## config.mk

```make
export PLATFORM = sky130hd
export DESIGN_NAME = imm_extend_pipe
export DESIGN_NICKNAME = d
export VERILOG_FILES = /design/src/rtl/imm_extend_pipe.sv
export SDC_FILE = /design/constraint.sdc
export NUM_CORES = 1
export LEC_CHECK = 0
export BUFFER_PORTS_ARGS = -buffer_cell sky130_fd_sc_hd__buf_4
export CORE_UTILIZATION = 56
export CTS_BUF_LIST = sky130_fd_sc_hd__clkbuf_4
export DETAILED_ROUTE_END_ITERATION = 7
export PLACE_DENSITY = 0.83
export SLEW_MARGIN = 25
export SYNTH_ARGS = -nofsm -noshare
export SYNTH_HDL_FRONTEND = slang
export SYNTH_SLANG_ARGS = --single-unit
```

## constraint.sdc

```tcl
create_clock -name clk -period 2.4 [get_ports clk]
set_input_delay 0.72 -clock clk [delete_from_list [all_inputs] [get_ports clk]]
set_output_delay 0.72 -clock clk [all_outputs]
set_load 0.01 [all_outputs]
```

## src/rtl/imm_extend_pipe.sv

```systemverilog
// imm_extend_pipe: two-stage valid/ready immediate extender (sign, zero, scaled sign, upper-place).
// S1 holds the raw immediate; S2 holds the extended result and the scaling-overflow flag.
module imm_extend_pipe #(
  parameter int IN_W  = 19,
  parameter int OUT_W = 32,
  parameter int SHAMT = 2
) (
  input  logic             clk,
  input  logic             rst_n,
  input  logic             flush_i,
  input  logic             in_valid_i,
  output logic             in_ready_o,
  input  logic [IN_W-1:0]  in_imm_i,
  input  logic [1:0]       in_mode_i,
  output logic             out_valid_o,
  input  logic             out_ready_i,
  output logic [OUT_W-1:0] out_data_o,
  output logic             out_ovf_o
);
  logic             s1_valid_q, s1_valid_d, s2_valid_q, s2_valid_d;
  logic             s1_adv, s2_adv, in_fire;
  logic [IN_W-1:0]  s1_imm_q;
  logic [1:0]       s1_mode_q;
  logic [OUT_W-1:0] sext, zext, upper, scaled, res_d, s2_data_q;
  logic [SHAMT:0]   top;
  logic             ovf_d, s2_ovf_q;
  generate
    if (IN_W == OUT_W) begin : g_same
      assign sext  = s1_imm_q;
      assign zext  = s1_imm_q;
      assign upper = s1_imm_q;
    end else begin : g_wide
      assign sext  = {{(OUT_W-IN_W){s1_imm_q[IN_W-1]}}, s1_imm_q};
      assign zext  = {{(OUT_W-IN_W){1'b0}}, s1_imm_q};
      assign upper = {s1_imm_q, {(OUT_W-IN_W){1'b0}}};
    end
  endgenerate
  assign scaled = sext << SHAMT;
  // Scaling keeps the signed value only if the bits shifted out all match the new sign bit.
  assign top    = sext[OUT_W-1 -: SHAMT+1];
  assign ovf_d  = (s1_mode_q == 2'd2) && !((&top) || !(|top));
  assign res_d  = s1_mode_q == 2'd0 ? sext :
                  s1_mode_q == 2'd1 ? zext :
                  s1_mode_q == 2'd2 ? scaled : upper;
  assign s2_adv     = !s2_valid_q || out_ready_i;
  assign s1_adv     = s1_valid_q && s2_adv;
  assign in_ready_o = (!s1_valid_q || s2_adv) && !flush_i;
  assign in_fire    = in_valid_i && in_ready_o;
  assign s1_valid_d = flush_i ? 1'b0 : in_fire ? 1'b1 : s1_adv ? 1'b0 : s1_valid_q;
  assign s2_valid_d = flush_i ? 1'b0 : s1_adv ? 1'b1 : out_ready_i ? 1'b0 : s2_valid_q;
  always_ff @(posedge clk or negedge rst_n) begin
    if (!rst_n) begin
      s1_valid_q <= 1'b0;
      s2_valid_q <= 1'b0;
      s1_imm_q   <= '0;
      s1_mode_q  <= '0;
      s2_data_q  <= '0;
      s2_ovf_q   <= 1'b0;
    end else begin
      s1_valid_q <= s1_valid_d;
      s2_valid_q <= s2_valid_d;
      if (in_fire) begin
        s1_imm_q  <= in_imm_i;
        s1_mode_q <= in_mode_i;
      end
      if (s1_adv) begin
        s2_data_q <= res_d;
        s2_ovf_q  <= ovf_d;
      end
    end
  end
  assign out_valid_o = s2_valid_q;
  assign out_data_o  = s2_data_q;
  assign out_ovf_o   = s2_ovf_q;
endmodule

```

Word-level counts from Yosys, hierarchy flattened
Index checks and enable logic that the tools add are counted.
{"block": "word_totals", "register_bits": 55, "input_bits": 26, "out_inout_bits": 35, "wordCells": 27}
{"block": "classes", "n_eq_ne": 2, "n_mux": 9, "n_reduce_logical": 11}
{"cell": "two-way mux 32 bit", "count": 2}
{"cell": "two-way mux 31 bit", "count": 1}
{"cell": "two-way mux 1 bit", "count": 6}
{"cell": "nonzero test 3 bit", "count": 2}
{"cell": "logical AND 1 bit", "count": 3}
{"cell": "zero test 1 bit", "count": 3}
{"cell": "equality test 2 x 1 -> 1 bit (second input constant)", "count": 1}
{"cell": "equality test 2 bit (second input constant)", "count": 1}
{"cell": "zero test 2 bit", "count": 1}
{"cell": "logical OR 1 bit", "count": 2}

Depth between registers and ports, before layout
Gate-level depths: netlist (run 1).
{"block": "depth", "ltp_word": 7, "ltp_mapped": 6, "mapped_depth_nobuf": 3}

Least setup slack after synthesis (run 1)
OpenSTA, ideal clock, no wires.
{"block": "synth_timing", "kind": "input-to-output", "from": "input port out_ready_i", "to": "output port in_ready_o", "arrival_ps": 1139, "required_time_ps": 1680, "setup_slack_ps": 541, "path_stages": 2, "path_buffers": 0, "path_cell_list": "and2b_4 a21oi_1"}
{"block": "synth_between", "elab_chain_cells": 3}
{"element": "start, declared", "line": "16", "source": "input logic out_ready_i,"}
{"element": "logical OR 1 bit", "line": "45", "source": "assign s2_adv = !s2_valid_q || out_ready_i;"}
{"element": "logical OR 1 bit", "line": "47", "source": "assign in_ready_o = (!s1_valid_q || s2_adv) && !flush_i;"}
{"element": "logical AND 1 bit", "line": "47"}
{"element": "end, declared", "line": "12", "source": "output logic in_ready_o,"}
No other way between the ends.

Final worst setup path (run 1)
Ends and elaborated chain as after synthesis.

==> results.sh, run 1 <==
export IMPL_layout_commonest_cell="a21oi_1"
export IMPL_postCtsHoldBufs=0
export IMPL_cts_buffers=5
export IMPL_clk_path_buf_depth=2
export IMPL_min_path_type="input port to async pin"
export IMPL_grt_max_degree=56
export IMPL_fillers=318
export IMPL_cts_resized=0
export IMPL_final_area_um2=3080
export IMPL_drtIter0Drc=130
export IMPL_yosysSeqAreaShare_pct=52.6
export IMPL_dp_cells=322
export IMPL_skew_ns=0.00662
export IMPL_port_buffers=59
export IMPL_power_leakage_nw=1.49
export IMPL_cp_num_buf_inv=2
export IMPL_vias=1866
export IMPL_wl_mm=5.31
export IMPL_fin_crit_sh_pct=85.9
export IMPL_max_slew_margin_pct=55.5
export IMPL_dieHeight_um=70.4
export IMPL_cts_post_setup_buffers_inserted=0
export IMPL_cp_cell_sequence="buf_4 > and2b_4 > a21oi_1 > buf_4"
export IMPL_ios=61
export IMPL_worstSetupPathType="input port to output pin"
export IMPL_hold_violations=0
export IMPL_drv_slew=0
export IMPL_syn_to_final_growth_pct=17.8
export IMPL_drc=0
export IMPL_path_clk_slew_ns=0.14
export IMPL_vdd_drop_max_mv=0.644
export IMPL_worst_pin_slew_ns=0.668
export IMPL_via_per_inst=5.65
export IMPL_total_power_w=0.00247
export IMPL_grt_pass1_vias=1799
export IMPL_yosys_warnings=0
export IMPL_gr_total_overflow=0
export IMPL_dpl_cell_area_um2=3030
export IMPL_syn_num_nets=250
export IMPL_cap_viol_max_count=0
export IMPL_initial_utilization_pct=59.3
export IMPL_firstDrtPassIters=4
export IMPL_cp_start_kind="input port"
export IMPL_ant_nets=0
export IMPL_p_per_area_nw_per_um2=802
export IMPL_max_freq_mhz=485
export IMPL_cts_htree_levels=2
export IMPL_hpwl_mm=3.71
export IMPL_cts_tree="done"
export IMPL_cts_root_buf="clkbuf_4"
export IMPL_path_common_cell="buf_4"
export IMPL_track_usage_pct=22.8
export IMPL_crit_family="simple AND/OR/NAND/NOR gates"
export IMPL_drive_gt1_share_pct=37.4
export IMPL_cp_slowest_cell="and2b_4"
export IMPL_synth_edf_count=0
export IMPL_endpoint_kind="output pin"
export IMPL_gp_congestion=0.835
export IMPL_synthFlopType="dfrtp_1"
export IMPL_clk_latency_ns=0.37
export IMPL_syn_area_um2=2620
export IMPL_worstPathRequired_ns=1.68
export IMPL_antenna_found_initial=0
export IMPL_core_um2=4410
export IMPL_cp_max_fo=7
export IMPL_die_x_um=70.4
export IMPL_rsz0062_at_grt="false"
export IMPL_synth_seq_cells=55
export IMPL_setup_tns_ns=0
export IMPL_rows=24
export IMPL_n_antenna_cell=0
export IMPL_synth_cell_type_count=24
export IMPL_syn_area_per_cell_um2=11.7
export IMPL_outcome="finished, final reports clean"
export IMPL_final_net_count=303
export IMPL_final_cells=330
export IMPL_syn_inst=224
export IMPL_arrival_ns=1.34
export IMPL_wl_per_cell_um=16.1
export IMPL_grt_pass1_wl_mm=8.76
export IMPL_dieArea_um2=4950
export IMPL_layout_common_cells="a21oi_1, buf_4, dfrtp_1"
export IMPL_cpPeakStageDelay_ns=0.28
export IMPL_cts_sinks=55
export IMPL_setup_viol=0
export IMPL_fin_crit_ns=2.06
export IMPL_async_flop_share_pct=100
## Yosys cell counts, types with 2 or more instances
| cell | instances | area (um^2) |
|---|---|---|
| a21oi_1 | 77 | 385 |
| dfrtp_1 | 55 | 1380 |
| mux2_4 | 25 | 375 |
| nor2b_1 | 13 | 81.3 |
| buf_2 | 6 | 30.0 |
| buf_6 | 6 | 67.6 |
| mux2i_1 | 6 | 60.1 |
| nor2_1 | 6 | 22.5 |
| buf_4 | 4 | 30.0 |
| inv_1 | 4 | 15.0 |
| clkbuf_1 | 3 | 11.3 |
| mux2_2 | 3 | 33.8 |
| o21ai_0 | 3 | 15.0 |
| nand3b_4 | 2 | 40.0 |
| o41ai_1 | 2 | 17.5 |
## final cells by class
type / count / area [um^2] / share of cell area (%)
sequential: 55 / 1380 / 44.6
clock buffer: 6 / 45.0 / 1.46
timing repair buffer: 65 / 488 / 15.8
clock inverter: 2 / 7.51 / 0.243
multi-input combinational: 145 / 1080 / 35.1
tap: 52 / 65.1 / 2.11
inverter: 5 / 18.8 / 0.609
## worst reg2reg max path: stages (launching register included)
cell     delay (ns)
dfrtp_1        0.64
nor2b_1        0.60
a21oi_1        0.16
a21oi_1        0.18
## registers in the layout, summed over array words and instances, names as in the netlist
name	cells
out_data_o	32
out_valid_o	1
s1_imm_q	19
s1_mode_q	2
s1_valid_q	1
## metal layers
| layer | global-route usage (%) | share of wire, % | up-vias |
|---|---|---|---|
| met5 | 0 | 0 | - |
| met4 | 7.78 | 0.90 | 0 |
| met3 | 4.33 | 5.0 | 6 |
| met2 | 34.2 | 48 | 60 |
| met1 | 33.4 | 46 | 907 |
| li1 | - | - | 893 |
## path summary, 6_finish.rpt
path	cells after the start	slack, ns	start	to
max in group asynchronous	1	1.60	rst_n	s1_mode_q[0]
worst min register to register	1	0.53	out_data_o[13]	out_data_o[13]
worst max-delay path	4	0.34	out_ready_i	in_ready_o
worst max register to register	3	0.75	s1_mode_q[1]	out_data_o[3]
worst min-delay path	1	0.36	rst_n	out_data_o[24]
min in group clk	2	0.51	flush_i	s1_valid_q
## stage by stage
stage | hold WS (ns) | utilization, % | setup slack [ns]
finish | 0.357 | 69.9 | 0.339
global route | 0.410 | 69.9 | 0.263
CTS | 0.382 | 69.9 | 0.322
detailed placement | 0.499 | 68.7 | 0.339
global placement | 0.496 | 68.7 | 0.349
floorplan | 0.424 | - | 0.541
## logic make-up (layout without fill, tap and decap cells)
logic type / Yosys count / after routing / share of synthesized area [%]
AO/OA/AOI/OAI: 84 / 84 / 16.6
buffers and inverters: 24 / 78 / 6.02
flip-flops: 55 / 55 / 52.6
multiplexers: 34 / 34 / 17.9
other: 1 / 1 / 0.143
AND/OR/NAND/NOR: 26 / 26 / 6.74
## power by group
group | total [W] | internal, W | switching, W
sequential | 0.00129 | 0.00112 | 0.000169
combinational | 0.000793 | 0.000450 | 0.000343
clock | 0.000393 | 0.000121 | 0.000272
Power figures use the tool's default switching activity.
==> run 2, diff against run 1 <==
==> constraint.sdc (replaced) <==
create_clock -name clk -period 2.4 [get_ports clk]
set_input_delay 0.36 -clock clk [delete_from_list [all_inputs] [get_ports clk]]
set_output_delay 0.36 -clock clk [all_outputs]
set_load 0.01 [all_outputs]
==> run 2 against run 1 <==
Compared with the run above: the run now ends with hold timing left; hold slack got worse by 0.36 ns; die area unchanged; sequential power about the same.
==> results.sh, run 2 (synthesis gave the netlist of run 1 again) <==
export IMPL_outcome="finished with violations"
export IMPL_violations="hold timing"
export IMPL_hold_violations=3
export IMPL_fin_crit_sh_pct=75.9
export IMPL_cts_post_setup_buffers_inserted=0
export IMPL_startpoint="s1_valid_q"
export IMPL_cts_tree="done"
export IMPL_syn_to_final_growth_pct=18.5
export IMPL_setup_viol=0
export IMPL_layout_common_cells="a21oi_1, buf_4, dfrtp_1"
export IMPL_max_slew_margin_pct=33.5
export IMPL_total_power_w=0.00259
export IMPL_drive_gt1_share_pct=37.5
export IMPL_dp_cells=321
export IMPL_worst_pin_slew_ns=0.997
export IMPL_grt_pass1_vias=1831
export IMPL_n_antenna_cell=0
export IMPL_gp_congestion=0.764
export IMPL_grt_pass1_wl_mm=9.05
export IMPL_power_leakage_nw=1.50
export IMPL_rsz0062_at_grt="false"
export IMPL_final_net_count=302
export IMPL_largest_register_ffs=32
export IMPL_cp_start_kind="flop"
export IMPL_fin_crit_ns=1.82
export IMPL_hpwl_mm=3.84
export IMPL_postCtsHoldBufs=0
export IMPL_cts_root_buf="clkbuf_4"
export IMPL_vias=1890
export IMPL_ant_nets=0
export IMPL_setup_tns_ns=0
export IMPL_ios=61
export IMPL_grt_max_degree=56
export IMPL_worstSetupPathType="flop to flop"
export IMPL_cp_max_fo=26
export IMPL_layout_commonest_cell="a21oi_1"
export IMPL_gr_total_overflow=0
export IMPL_vdd_drop_max_mv=0.470
export IMPL_cap_viol_max_count=0
export IMPL_dieArea_um2=4950
export IMPL_max_freq_mhz=549
export IMPL_endpoint_kind="flop"
export IMPL_initial_utilization_pct=59.3
export IMPL_cts_resized=0
export IMPL_reg2reg_from="s1_valid_q"
export IMPL_drv_slew=0
export IMPL_path_clk_slew_ns=0.15
export IMPL_wl_mm=5.63
export IMPL_fin_util_pct=70.2
export IMPL_min_path_type="input port to async pin"
export IMPL_port_buffers=59
export IMPL_clk_path_buf_depth=2
export IMPL_wl_per_cell_um=17.1
export IMPL_drtIter0Drc=139
export IMPL_clk_latency_ns=0.38
export IMPL_via_per_inst=5.74
export IMPL_track_usage_pct=23.8
export IMPL_drc=0
export IMPL_p_per_area_nw_per_um2=837
export IMPL_final_cells=329
export IMPL_core_um2=4410
export IMPL_die_x_um=70.4
export IMPL_arrival_ns=2.08
export IMPL_worstPathRequired_ns=2.66
export IMPL_holdWs_ns=-0.00490
export IMPL_cts_htree_levels=2
export IMPL_dieHeight_um=70.4
export IMPL_rows=24
export IMPL_antenna_found_initial=0
export IMPL_firstDrtPassIters=4
export IMPL_reg2reg_depth=5
export IMPL_cts_buffers=5
export IMPL_cts_sinks=55
export IMPL_skew_ns=0.0119
[run 2: cell count changes in the layout (fill, tap and decap cells not counted)]
cell and delta:
clkbuf_4 -1, clkinv_1 -1, clkinv_2 +1, buf_4 -1, bufinv_16 +1
[run 2: where the power goes]
part	switching, W	internal [W]	leakage (nW)
sequential	0.000174	0.00112	0.642
combinational	0.000357	0.000449	0.811
clock	0.000281	0.000215	0.0426
[run 2: final timing paths]
path / endpoint / slack (ns)
worst min-delay path: out_data_o[18] / -0.005
worst min register to register: out_data_o[13] / 0.53
worst max register to register: out_data_o[7] / 0.58
max in group asynchronous: out_data_o[21] / 1.94
worst max-delay path: out_data_o[7] / 0.58
min in group clk: s1_valid_q / 0.13
[run 2: worst max-delay path: stages (launching register included)]
cell and delay [ns]:
dfrtp_1 0.42, buf_4 0.31, inv_2 0.12, nor2_2 0.44, buf_4 0.31, a21oi_1 0.10
[run 2: per-stage QoR]
step                      setup WS (ns)  area, um^2
final                             0.578        3100
after global routing              0.480        3100
after CTS                         0.595        3100
after detailed placement          0.640        3020
after global placement            0.714        3020
after floorplan                    1.06        2620
[run 2: final cells by class]
type	instances	area, um^2
Sequential cell	55	1380
Timing Repair Buffer	64	480
Tap cell	52	65.1
Multi-Input combinational cell	145	1080
Inverter	5	18.8
Clock buffer	5	37.5
Clock inverter	3	38.8
Fill cell	326	1310
[run 2: per-layer routing]
| metal | share of wire (%) | vias to the layer above | global-route usage (%) |
|---|---|---|---|
| met5 | 0 | - | 0 |
| met4 | 2.0 | 0 | 8.22 |
| met1 | 44 | 914 | 34.3 |
| li1 | - | 887 | - |
| met3 | 6.8 | 12 | 5.19 |
| met2 | 47 | 77 | 35.8 |
==> run 3, diff against run 2 <==
--- a/config.mk
+++ b/config.mk
@@ -6,10 +6,10 @@
 export NUM_CORES = 1
 export LEC_CHECK = 0
 export BUFFER_PORTS_ARGS = -buffer_cell sky130_fd_sc_hd__buf_4
-export CORE_UTILIZATION = 56
+export CORE_UTILIZATION = 50
 export CTS_BUF_LIST = sky130_fd_sc_hd__clkbuf_4
 export DETAILED_ROUTE_END_ITERATION = 7
-export PLACE_DENSITY = 0.83
+export PLACE_DENSITY = 0.78
 export SLEW_MARGIN = 25
 export SYNTH_ARGS = -nofsm -noshare
 export SYNTH_HDL_FRONTEND = slang
==> constraint.sdc (replaced) <==
create_clock -name clk -period 1.54 [get_ports clk]
set_input_delay 0.231 -clock clk [delete_from_list [all_inputs] [get_ports clk]]
set_output_delay 0.231 -clock clk [all_outputs]
set_load 0.01 [all_outputs]
==> run 3 against run 2 <==
Compared with the run above: the flow now finishes without violations; design area increased by 3.5%; register-to-register slack got worse by 0.45 ns; setup slack got worse by 0.52 ns; largest power group unchanged.
==> results.sh, run 3 (synthesis gave the netlist of run 1 again) <==
export IMPL_drv_slew=0
export IMPL_hpwl_mm=3.79
export IMPL_final_area_um2=3210
export IMPL_layout_commonest_cell="a21oi_1"
export IMPL_p_per_area_nw_per_um2=1260
export IMPL_port_buffers=59
export IMPL_firstDrtPassIters=4
export IMPL_syn_to_final_growth_pct=22.6
export IMPL_ant_nets=0
export IMPL_final_net_count=310
export IMPL_cap_viol_max_count=0
export IMPL_intPower_w=0.00280
export IMPL_combPwrFrac_pct=31.6
export IMPL_reg2reg_depth=5
export IMPL_cp_slowest_cell="dfrtp_1"
export IMPL_clk_path_buf_depth=2
export IMPL_cts_htree_levels=2
export IMPL_cp_max_fo=6
export IMPL_grt_pass1_wl_mm=9.29
export IMPL_fin_crit_sh_pct=96.2
export IMPL_switching_share_pct=31.1
export IMPL_cpPeakStageDelay_ns=0.42
export IMPL_seqPwrFrac_pct=49.1
export IMPL_vdd_drop_max_mv=0.619
export IMPL_gp_congestion=0.758
export IMPL_n_antenna_cell=0
export IMPL_multi_input_area_um2=1090
export IMPL_outcome="finished, final reports clean"
export IMPL_track_usage_pct=22.7
export IMPL_clk_latency_ns=0.38
export IMPL_layout_common_cells="a21oi_1, buf_4, dfrtp_1"
export IMPL_final_cells=352
export IMPL_setup_viol=0
export IMPL_skew_ns=0.00656
export IMPL_cp_start_kind="flop"
export IMPL_endpoint_kind="output pin"
export IMPL_timing_rr_end="s1_mode_q[0]"
export IMPL_reg2reg_from="s1_valid_q"
export IMPL_wl_mm=5.73
export IMPL_wl_per_cell_um=16.3
export IMPL_cp_cell_sequence="and2b_4 > a21oi_2 > buf_4"
export IMPL_drtIter0Drc=150
export IMPL_largest_register_ffs=32
export IMPL_grt_pass1_vias=1849
export IMPL_path_clk_slew_ns=0.15
export IMPL_hold_violations=0
export IMPL_rrSetupSlack_ns=0.13
export IMPL_fillers=424
export IMPL_dp_cells=338
export IMPL_worstSetupPathType="flop to output pin"
export IMPL_rows=25
export IMPL_drc=0
export IMPL_whs_path_depth=2
export IMPL_drive_gt1_share_pct=39.6
export IMPL_clkPwrFrac_pct=19.3
export IMPL_seqCellArea_um2=1380
export IMPL_power_switching_w=0.00126
export IMPL_setup_tns_ns=0
export IMPL_grt_util_met2_pct=34.9
export IMPL_rsz0062_at_grt="false"
export IMPL_worstPathRequired_ns=1.31
export IMPL_worstHoldStart="in_imm_i[10]"
export IMPL_die_x_um=74.4
export IMPL_max_freq_mhz=675
export IMPL_grtUsageMet3_pct=4.88
export IMPL_via_per_inst=5.33
export IMPL_use_met1_pct=32.3
export IMPL_worstHoldEndpoint="s1_imm_q[10]"
export IMPL_total_power_w=0.00406
export IMPL_core_um2=4880
export IMPL_fin_crit_ns=1.48
export IMPL_grt_max_degree=56
export IMPL_antenna_found_initial=0
export IMPL_dieHeight_um=74.4
export IMPL_power_leakage_nw=1.54
export IMPL_cts_buffers=5
export IMPL_ios=61
export IMPL_cts_sinks=55
export IMPL_cts_root_buf="clkbuf_4"
export IMPL_worst_pin_slew_ns=0.694
export IMPL_dieArea_um2=5530
export IMPL_min_path_type="input port to flop"
export IMPL_arrival_ns=1.25
export IMPL_gr_max_usage_layer="met2"
export IMPL_gr_total_overflow=0
export IMPL_initial_utilization_pct=53.6
export IMPL_max_slew_margin_pct=53.8
export IMPL_vias=1876
export IMPL_dpl_cell_area_um2=3070
export IMPL_holdWs_ns=0.0636
export IMPL_cts_tree="done"
-- run 3: cell count changes in the layout (fill, tap and decap cells not counted), sizes merged --
cell	previous run	this run
buf	64	70
dlygate4sd3	0	2
-- run 3: layout make-up --
| class | count | area share (%) |
|---|---|---|
| Sequential cell | 55 | 42.9 |
| Multi-Input combinational cell | 145 | 34.0 |
| Timing Repair Buffer | 72 | 17.5 |
| Tap cell | 67 | 2.61 |
| Clock inverter | 3 | 1.21 |
| Clock buffer | 5 | 1.17 |
| Inverter | 5 | 0.585 |
-- run 3: what timing repair did --
action,in CTS,in global routing
resized for setup,1,3
endpoints found under the setup margin,1,19
hold buffers,2,0
hold endpoints to repair,56,0
buffers inserted,2,2
pin swaps,0,0
-- run 3: metal layers --
layer	vias to the layer above	routed length, um
li1	905	-
met3	10	273
met5	-	0
met1	906	2700
met2	55	2660
met4	0	97
-- run 3: power groups by stage --
stage / clock [W] / combinational (W) / sequential, W
2_1_floorplan: 0 / 0.000675 / 0.00205
3_3_place_gp: 0 / 0.00124 / 0.00201
3_5_place_dp: 0 / 0.00127 / 0.00201
6_report: 0.000782 / 0.00128 / 0.00199
4_1_cts: 0.000797 / 0.00129 / 0.00199
5_1_grt: 0.000855 / 0.00140 / 0.00203
-- run 3: how the worst max path moves through the flow --
| stage | startpoint | end |
|---|---|---|
| after floorplan | out_valid_o | out_data_o[14] |
| after global placement | s1_mode_q[0] | out_data_o[30] |
| after detailed placement | s1_mode_q[0] | out_data_o[27] |
| after CTS | s1_mode_q[0] | out_data_o[27] |
| after global routing | s1_valid_q | in_ready_o |
| final | out_valid_o | in_ready_o |
-- run 3: metrics by stage --
step	worst slack [ns]	utilization [%]
after global placement	0.110	62.9
after global routing	0.00298	65.8
after detailed placement	0.00199	62.9
final	0.0586	65.8
after CTS	0.00280	65.3
after floorplan	0.201	-
-- run 3: worst max-delay path: cells and delay by family, from the launching register on --
family          cells  cell delay, ns
simple gates        1            0.20
flops               1            0.42
buf+inv             1            0.13
compound gates      1            0.13
